===== config.mk =====
export PLATFORM = sky130hd
export DESIGN_NAME = dac_dual_tx
export DESIGN_NICKNAME = d
export VERILOG_FILES = /design/src/rtl/dac_dual_tx_pkg.sv /design/src/rtl/dac_dual_tx_sync_fifo.sv /design/src/rtl/dac_dual_tx.sv
export SDC_FILE = /design/constraint.sdc
export NUM_CORES = 1
export LEC_CHECK = 0
export BUFFER_PORTS_ARGS = -buffer_cell sky130_fd_sc_hd__buf_2
export CAP_MARGIN = 20
export CORE_MARGIN = 5
export CORE_UTILIZATION = 40
export CTS_CLUSTER_DIAMETER = 50
export DETAILED_ROUTE_END_ITERATION = 6
export GPL_TIMING_DRIVEN = 0
export PLACE_DENSITY_LB_ADDON = 0.1
export REMOVE_ABC_BUFFERS = 1
export SETUP_SLACK_MARGIN = 0.5
export SLEW_MARGIN = 20
export SYNTH_ARGS = -nofsm -noshare
export SYNTH_HDL_FRONTEND = slang
export SYNTH_SLANG_ARGS = --single-unit

===== constraint.sdc =====
create_clock -name clk50m -period 3.6 [get_ports clk50m]
set_input_delay 0.18 -clock clk50m [delete_from_list [all_inputs] [get_ports clk50m]]
set_output_delay 0.18 -clock clk50m [all_outputs]
set_load 0.05 [all_outputs]

===== src/rtl/dac_dual_tx_pkg.sv =====
// Shared sample definitions for the dual DAC transmit path and the matching AD capture path.
// A pair always packs as {ch1, ch2}, with ch1 in the upper half.
package dac_dual_tx_pkg;

  localparam int unsigned DATA_W = 12;
  localparam int unsigned PAIR_W = 2 * DATA_W;
  localparam logic [DATA_W-1:0] MIDSCALE = DATA_W'(12'h800);

  typedef struct packed {
    logic [DATA_W-1:0] ch1;
    logic [DATA_W-1:0] ch2;
  } pair_t;

  function automatic pair_t pack_pair(input logic [DATA_W-1:0] ch1,
                                      input logic [DATA_W-1:0] ch2);
    pair_t p;
    p.ch1 = ch1;
    p.ch2 = ch2;
    return p;
  endfunction

endpackage


===== src/rtl/dac_dual_tx_sync_fifo.sv =====
// Single-clock FIFO with synchronous active-low reset and registered full/empty/level.
// The head entry is read combinationally so a pop and its data land on the same edge.
module dac_dual_tx_sync_fifo #(
  parameter int unsigned WIDTH = 24,
  parameter int unsigned DEPTH = 16
) (
  input  logic                     clk,
  input  logic                     reset_n,
  input  logic                     push,
  input  logic [WIDTH-1:0]         wdata,
  input  logic                     pop,
  output logic [WIDTH-1:0]         rdata_c,
  output logic                     full,
  output logic                     empty,
  output logic [$clog2(DEPTH):0]   level
);

  localparam int unsigned AW = $clog2(DEPTH);
  localparam int unsigned LW = AW + 1;

  logic [WIDTH-1:0] mem [DEPTH];
  logic [AW-1:0]    wr_ptr;
  logic [AW-1:0]    rd_ptr;
  logic [LW-1:0]    level_nxt;
  logic             push_ok;
  logic             pop_ok;

  // Guard against overflow/underflow regardless of what the caller does.
  assign push_ok = push & ~full;
  assign pop_ok  = pop & ~empty;
  assign rdata_c = mem[rd_ptr];

  always_comb begin
    level_nxt = level;
    case ({push_ok, pop_ok})
      2'b10:   level_nxt = level + LW'(1);
      2'b01:   level_nxt = level - LW'(1);
      default: level_nxt = level;
    endcase
  end

  always_ff @(posedge clk) begin
    if (!reset_n) begin
      wr_ptr <= '0;
      rd_ptr <= '0;
      level  <= '0;
      full   <= 1'b0;
      empty  <= 1'b1;
    end else begin
      if (push_ok) wr_ptr <= wr_ptr + AW'(1);
      if (pop_ok)  rd_ptr <= rd_ptr + AW'(1);
      level <= level_nxt;
      full  <= (level_nxt == LW'(DEPTH));
      empty <= (level_nxt == '0);
    end
  end

  // Storage carries no reset; validity is tracked by the pointers.
  always_ff @(posedge clk) begin
    if (push_ok) mem[wr_ptr] <= wdata;
  end

endmodule


===== src/rtl/dac_dual_tx.sv =====
// Dual-channel DAC transmitter: buffers sample pairs and presents them to both DAC
// buses at a fixed update rate, with a registered latch clock per channel.
module dac_dual_tx
  import dac_dual_tx_pkg::*;
#(
  parameter int unsigned FIFO_DEPTH = 16,
  parameter int unsigned RATE_DIV   = 50
) (
  input  logic                         clk50m,
  input  logic                         reset_n,
  input  logic                         enable,
  input  logic                         s_valid,
  output logic                         s_ready,
  input  logic [DATA_W-1:0]            s_ch1,
  input  logic [DATA_W-1:0]            s_ch2,
  output logic [DATA_W-1:0]            da1_out,
  output logic                         da1_clk,
  output logic [DATA_W-1:0]            da2_out,
  output logic                         da2_clk,
  output logic [$clog2(FIFO_DEPTH):0]  fifo_level,
  output logic [15:0]                  underrun_cnt
);

  localparam int unsigned CNT_W = $clog2(RATE_DIV);
  localparam logic [CNT_W-1:0] CNT_LAST = CNT_W'(RATE_DIV - 1);
  localparam logic [CNT_W-1:0] CNT_HALF = CNT_W'(RATE_DIV / 2);

  logic [CNT_W-1:0] cnt;
  logic [CNT_W-1:0] cnt_nxt;
  logic             tick_c;
  logic             push_c;
  logic             pop_c;
  logic             fifo_full;
  logic             fifo_empty;
  logic [PAIR_W-1:0] fifo_head;
  pair_t            head;
  pair_t            wr_pair;

  assign wr_pair = pack_pair(s_ch1, s_ch2);
  assign head    = fifo_head;

  // s_ready comes straight from the registered full flag, never from this cycle's pop.
  assign s_ready = ~fifo_full;
  assign push_c  = s_valid & ~fifo_full;
  assign tick_c  = enable & (cnt == CNT_LAST);
  assign pop_c   = tick_c & ~fifo_empty;

  always_comb begin
    cnt_nxt = cnt;
    if (!enable)          cnt_nxt = '0;
    else if (tick_c)      cnt_nxt = '0;
    else                  cnt_nxt = cnt + CNT_W'(1);
  end

  dac_dual_tx_sync_fifo #(
    .WIDTH (PAIR_W),
    .DEPTH (FIFO_DEPTH)
  ) u_fifo (
    .clk     (clk50m),
    .reset_n (reset_n),
    .push    (push_c),
    .wdata   (wr_pair),
    .pop     (pop_c),
    .rdata_c (fifo_head),
    .full    (fifo_full),
    .empty   (fifo_empty),
    .level   (fifo_level)
  );

  // Every tick pulses the latch clocks low; an empty tick re-latches the held code.
  always_ff @(posedge clk50m) begin
    if (!reset_n) begin
      cnt          <= '0;
      da1_out      <= MIDSCALE;
      da2_out      <= MIDSCALE;
      da1_clk      <= 1'b1;
      da2_clk      <= 1'b1;
      underrun_cnt <= '0;
    end else begin
      cnt <= cnt_nxt;
      if (tick_c) begin
        da1_clk <= 1'b0;
        da2_clk <= 1'b0;
        if (!fifo_empty) begin
          da1_out <= head.ch1;
          da2_out <= head.ch2;
        end else if (underrun_cnt != 16'hFFFF) begin
          underrun_cnt <= underrun_cnt + 16'd1;
        end
      end else if (!enable || (cnt_nxt == CNT_HALF)) begin
        da1_clk <= 1'b1;
        da2_clk <= 1'b1;
      end
    end
  end

endmodule


==> flow_metrics.py <==
metrics = {
    "final_layout": {
        "layout.nets": 1071,
        "final_util_pct": 48.63,
        "layout_common_cells": "384 x edfxtp_1, 120 x mux4_2, 75 x buf_2",
        "instances_no_fill": 1660,
        "diodes": 0,
        "syn2layout_area_growth_pct": 20.60,
        "final_common_cell": "edfxtp_1",
        "drive_gt1_share_pct": 31.35,
    },
    "floorplan": {
        "die-area_sq_um": 47500,
        "dieHeight_microns": 217.9,
        "ios": 76,
        "core.rowCount": 76,
        "initial_core_util_pct": 40.33,
        "dieWidth_microns": 217.9,
        "core_sq_um": 42890,
    },
    "routing": {
        "routed-via-count": 8676,
        "drt-pass1-iter-count": 5,
        "wirelength_microns": 39320,
        "wl_per_cell_microns": 23.68,
        "drc": 0,
        "vias_per_cell": 5.227,
        "drt_iter0_markers": 661,
        "ant_nets": 0,
    },
    "clocking": {
        "ctsLongestPathBuffers": 3,
        "clock_latency_ps": 590,
        "cts_tree": "done",
        "clock-root-buffer": "clkbuf_16",
        "clk_pin_slew_ps": 60,
        "cts.sinks": 446,
        "cts_buffers": 51,
        "htreeDepth": 2,
    },
    "timing": {
        "finClkSkew_ps": 12.50,
        "rsz0062_at_grt": "false",
        "finalHoldViolCount": 0,
        "layout_setup_ws_ps": 812.0,
        "tightest_slew_ps": 755.8,
        "min_period_ps": 2788,
        "relSlewSlack_pct": 49.34,
        "setup_violations": 0,
        "fin_setup_tns_ps": 0,
        "hold_ws_ps": 174.1,
        "fin_crit_sh_pct": 77.44,
        "drv_slew": 0,
        "fmax_mhz": 358.7,
    },
    "global_routing": {
        "grt-ovfl-total": 0,
        "grt_max_degree": 44,
        "antenna_found_initial": 1,
        "grt_usage_pct": 16.90,
        "first_global_vias": 9080,
        "grt_pass1_wl_microns": 59600,
    },
    "setup_path": {
        "cp.required_ps": 4090,
        "slowest_delay_ps": 370,
        "endpoint_kind": "flip-flop",
        "slowest_stage": "dfxtp_2",
        "worstPathArrival_ps": 3280,
        "worstPathCellList": "ha_1, nand4bb_1, or2_4, buf_16, inv_16, ha_2, and4b_1, o32ai_1, o21ai_1, a311o_1, o31ai_1",
        "path_class": "reg2reg",
        "worst_setup_path_start_kind": "flip-flop",
        "critPathMaxFanout": 29,
    },
    "synth": {
        "synth_edf_count": 384,
        "synth_ff_type": "edfxtp_1",
        "synth_xor_area_share_pct": 0.9115,
        "syn_avg_cell_area_sq_um": 19.37,
        "yosysWarnings": 0,
        "yosys.area_share.adder_pct": 0.7234,
        "synth_seq_cells": 446,
        "syn_inst": 893,
        "synth_compound_area_share_pct": 1.895,
        "synth_seq_area_share_pct": 73.85,
        "synth_cell_types": 51,
        "synth_top_family_by_area": "multiplexers",
        "syn_area_sq_um": 17300,
        "ys_async_sr_fraction_pct": 0,
        "synth-simple-area-share_pct": 4.919,
        "synth.area.mux_share_pct": 16.15,
    },
    "pwr": {
        "leakage_nw": 6.705,
        "intPower_mw": 8.763,
        "switching_share_pct": 20.82,
        "netSwitchingPower_mw": 2.304,
        "ir_drop_uv": 552.0,
        "pwr-share-seq_pct": 51.4,
        "power_frac_comb_pct": 2.6,
        "p_per_area_nw_per_um2": 530.6,
        "clkPwrFrac_pct": 46.1,
    },
    "placement": {
        "hpwlAfterDp_microns": 23530,
        "dp_slack_ps": -183.0,
        "io_buffer_count": 75,
        "finalWeightedCongestion": 0.7295,
        "dp.cells": 1538,
    },
    "outcome": {
        "outcome": "finished, final reports clean",
    },
    "run": {
        "cap_violations": 0,
    },
    "worst_hold_path": {
        "hp-class": "in2reg",
    },
}
==> path summary, 6_finish.rpt <==
path | start | endpoint | slack (ps) | depth (start not counted)
worst max-delay path | cnt[0] | u_fifo.empty | 810 | 11
worst min-delay path | s_valid | u_fifo.wr_ptr[0] | 170 | 4
worst max register to register | cnt[0] | u_fifo.empty | 810 | 11
worst min register to register | da2_out[6] | da2_out[6] | 450 | 2
==> state kept, by name, indices dropped and copies added (netlist names) <==
register       flops
cnt                6
da1_out           12
da2_clk            1
da2_out           12
u_fifo.empty       1
u_fifo.full        1
u_fifo.level       5
u_fifo.mem       384
u_fifo.rd_ptr      4
u_fifo.wr_ptr      4
underrun_cnt      16
==> routing by layer <==
layer | vias to the layer above | wire (microns) | track usage, % | share of wire [%]
li1 | 3876 | - | - | -
met4 | 2 | 682 | 3.768 | 1.7
met1 | 4555 | 17950 | 23.99 | 46
met2 | 184 | 18730 | 26.92 | 48
met3 | 59 | 1941 | 3.971 | 4.9
met5 | - | 13 | 0 | 0.033
==> cells by family (layout without fill, tap and decap cells) <==
group           Yosys count  count (layout)
simple gates            176             176
buf+inv                  60             242
flops                   446             446
mux                     129             129
compound gates           54              54
xor+xnor                 18              18
fa+ha+maj                10              10
==> Yosys cell counts, types with 5 or more instances <==
| cell | number | area (sq um) |
|---|---|---|
| ha_1 | 10 | 125.1 |
| xnor2_1 | 6 | 52.55 |
| mux2i_1 | 9 | 90.09 |
| and3_1 | 6 | 37.54 |
| nand4_1 | 8 | 50.05 |
| clkbuf_1 | 31 | 116.4 |
| nand2b_1 | 10 | 62.56 |
| xor2_1 | 12 | 105.1 |
| o21ai_0 | 7 | 35.03 |
| a21oi_1 | 30 | 150.1 |
| mux4_2 | 120 | 2703 |
| inv_1 | 7 | 26.28 |
| and2_1 | 5 | 31.28 |
| dfxtp_1 | 62 | 1241 |
| edfxtp_1 | 384 | 11530 |
| buf_2 | 14 | 70.07 |
| nand2_1 | 70 | 262.8 |
| nor2_1 | 38 | 142.6 |
| nand3_1 | 10 | 50.05 |
==> layout make-up <==
type                            instances  area [sq um]
Clock buffer                           60          1310
Clock inverter                         35         350.3
Fill cell                            3578         22030
Inverter                                8         46.29
Multi-Input combinational cell        387          4372
Sequential cell                       446         12790
Tap cell                              585         732.0
Timing Repair Buffer                  139          1261
==> power by group through the flow <==
stage	sequential, mW	clock, mW	combinational, mW
after floorplan	5.80	0	0.103
after global placement	5.80	0	0.230
after detailed placement	5.79	0	0.265
after CTS	5.68	5.24	0.289
after global routing	5.69	5.46	0.309
final	5.69	5.10	0.282
==> through the flow <==
step	cell area, sq um	total power, mW
global route	20860	11.46
global placement	18160	6.033
finish	20860	11.07
detailed placement	18900	6.059
CTS	20840	11.21
floorplan	17060	5.905
==> critical path, delay by kind of cell (launching register included) <==
family                   cells  cell delay, ps
AO/OA/AOI/OAI                4             800
buffers and inverters        2             350
flip-flops                   1             370
AND/OR/NAND/NOR              3             710
adder cells (fa/ha/maj)      2             440
==> repair_timing <==
| item | 4_1_cts | 5_1_grt |
|---|---|---|
| endpoints found under the setup margin | 13 | 3 |
| pin swaps | 0 | 1 |
| endpoints found under the hold margin | 388 | 0 |
| hold buffers | 26 | 0 |
| gates resized for setup | 6 | 3 |
| setup buffers | 0 | 1 |
Power figures use the tool's default switching activity.
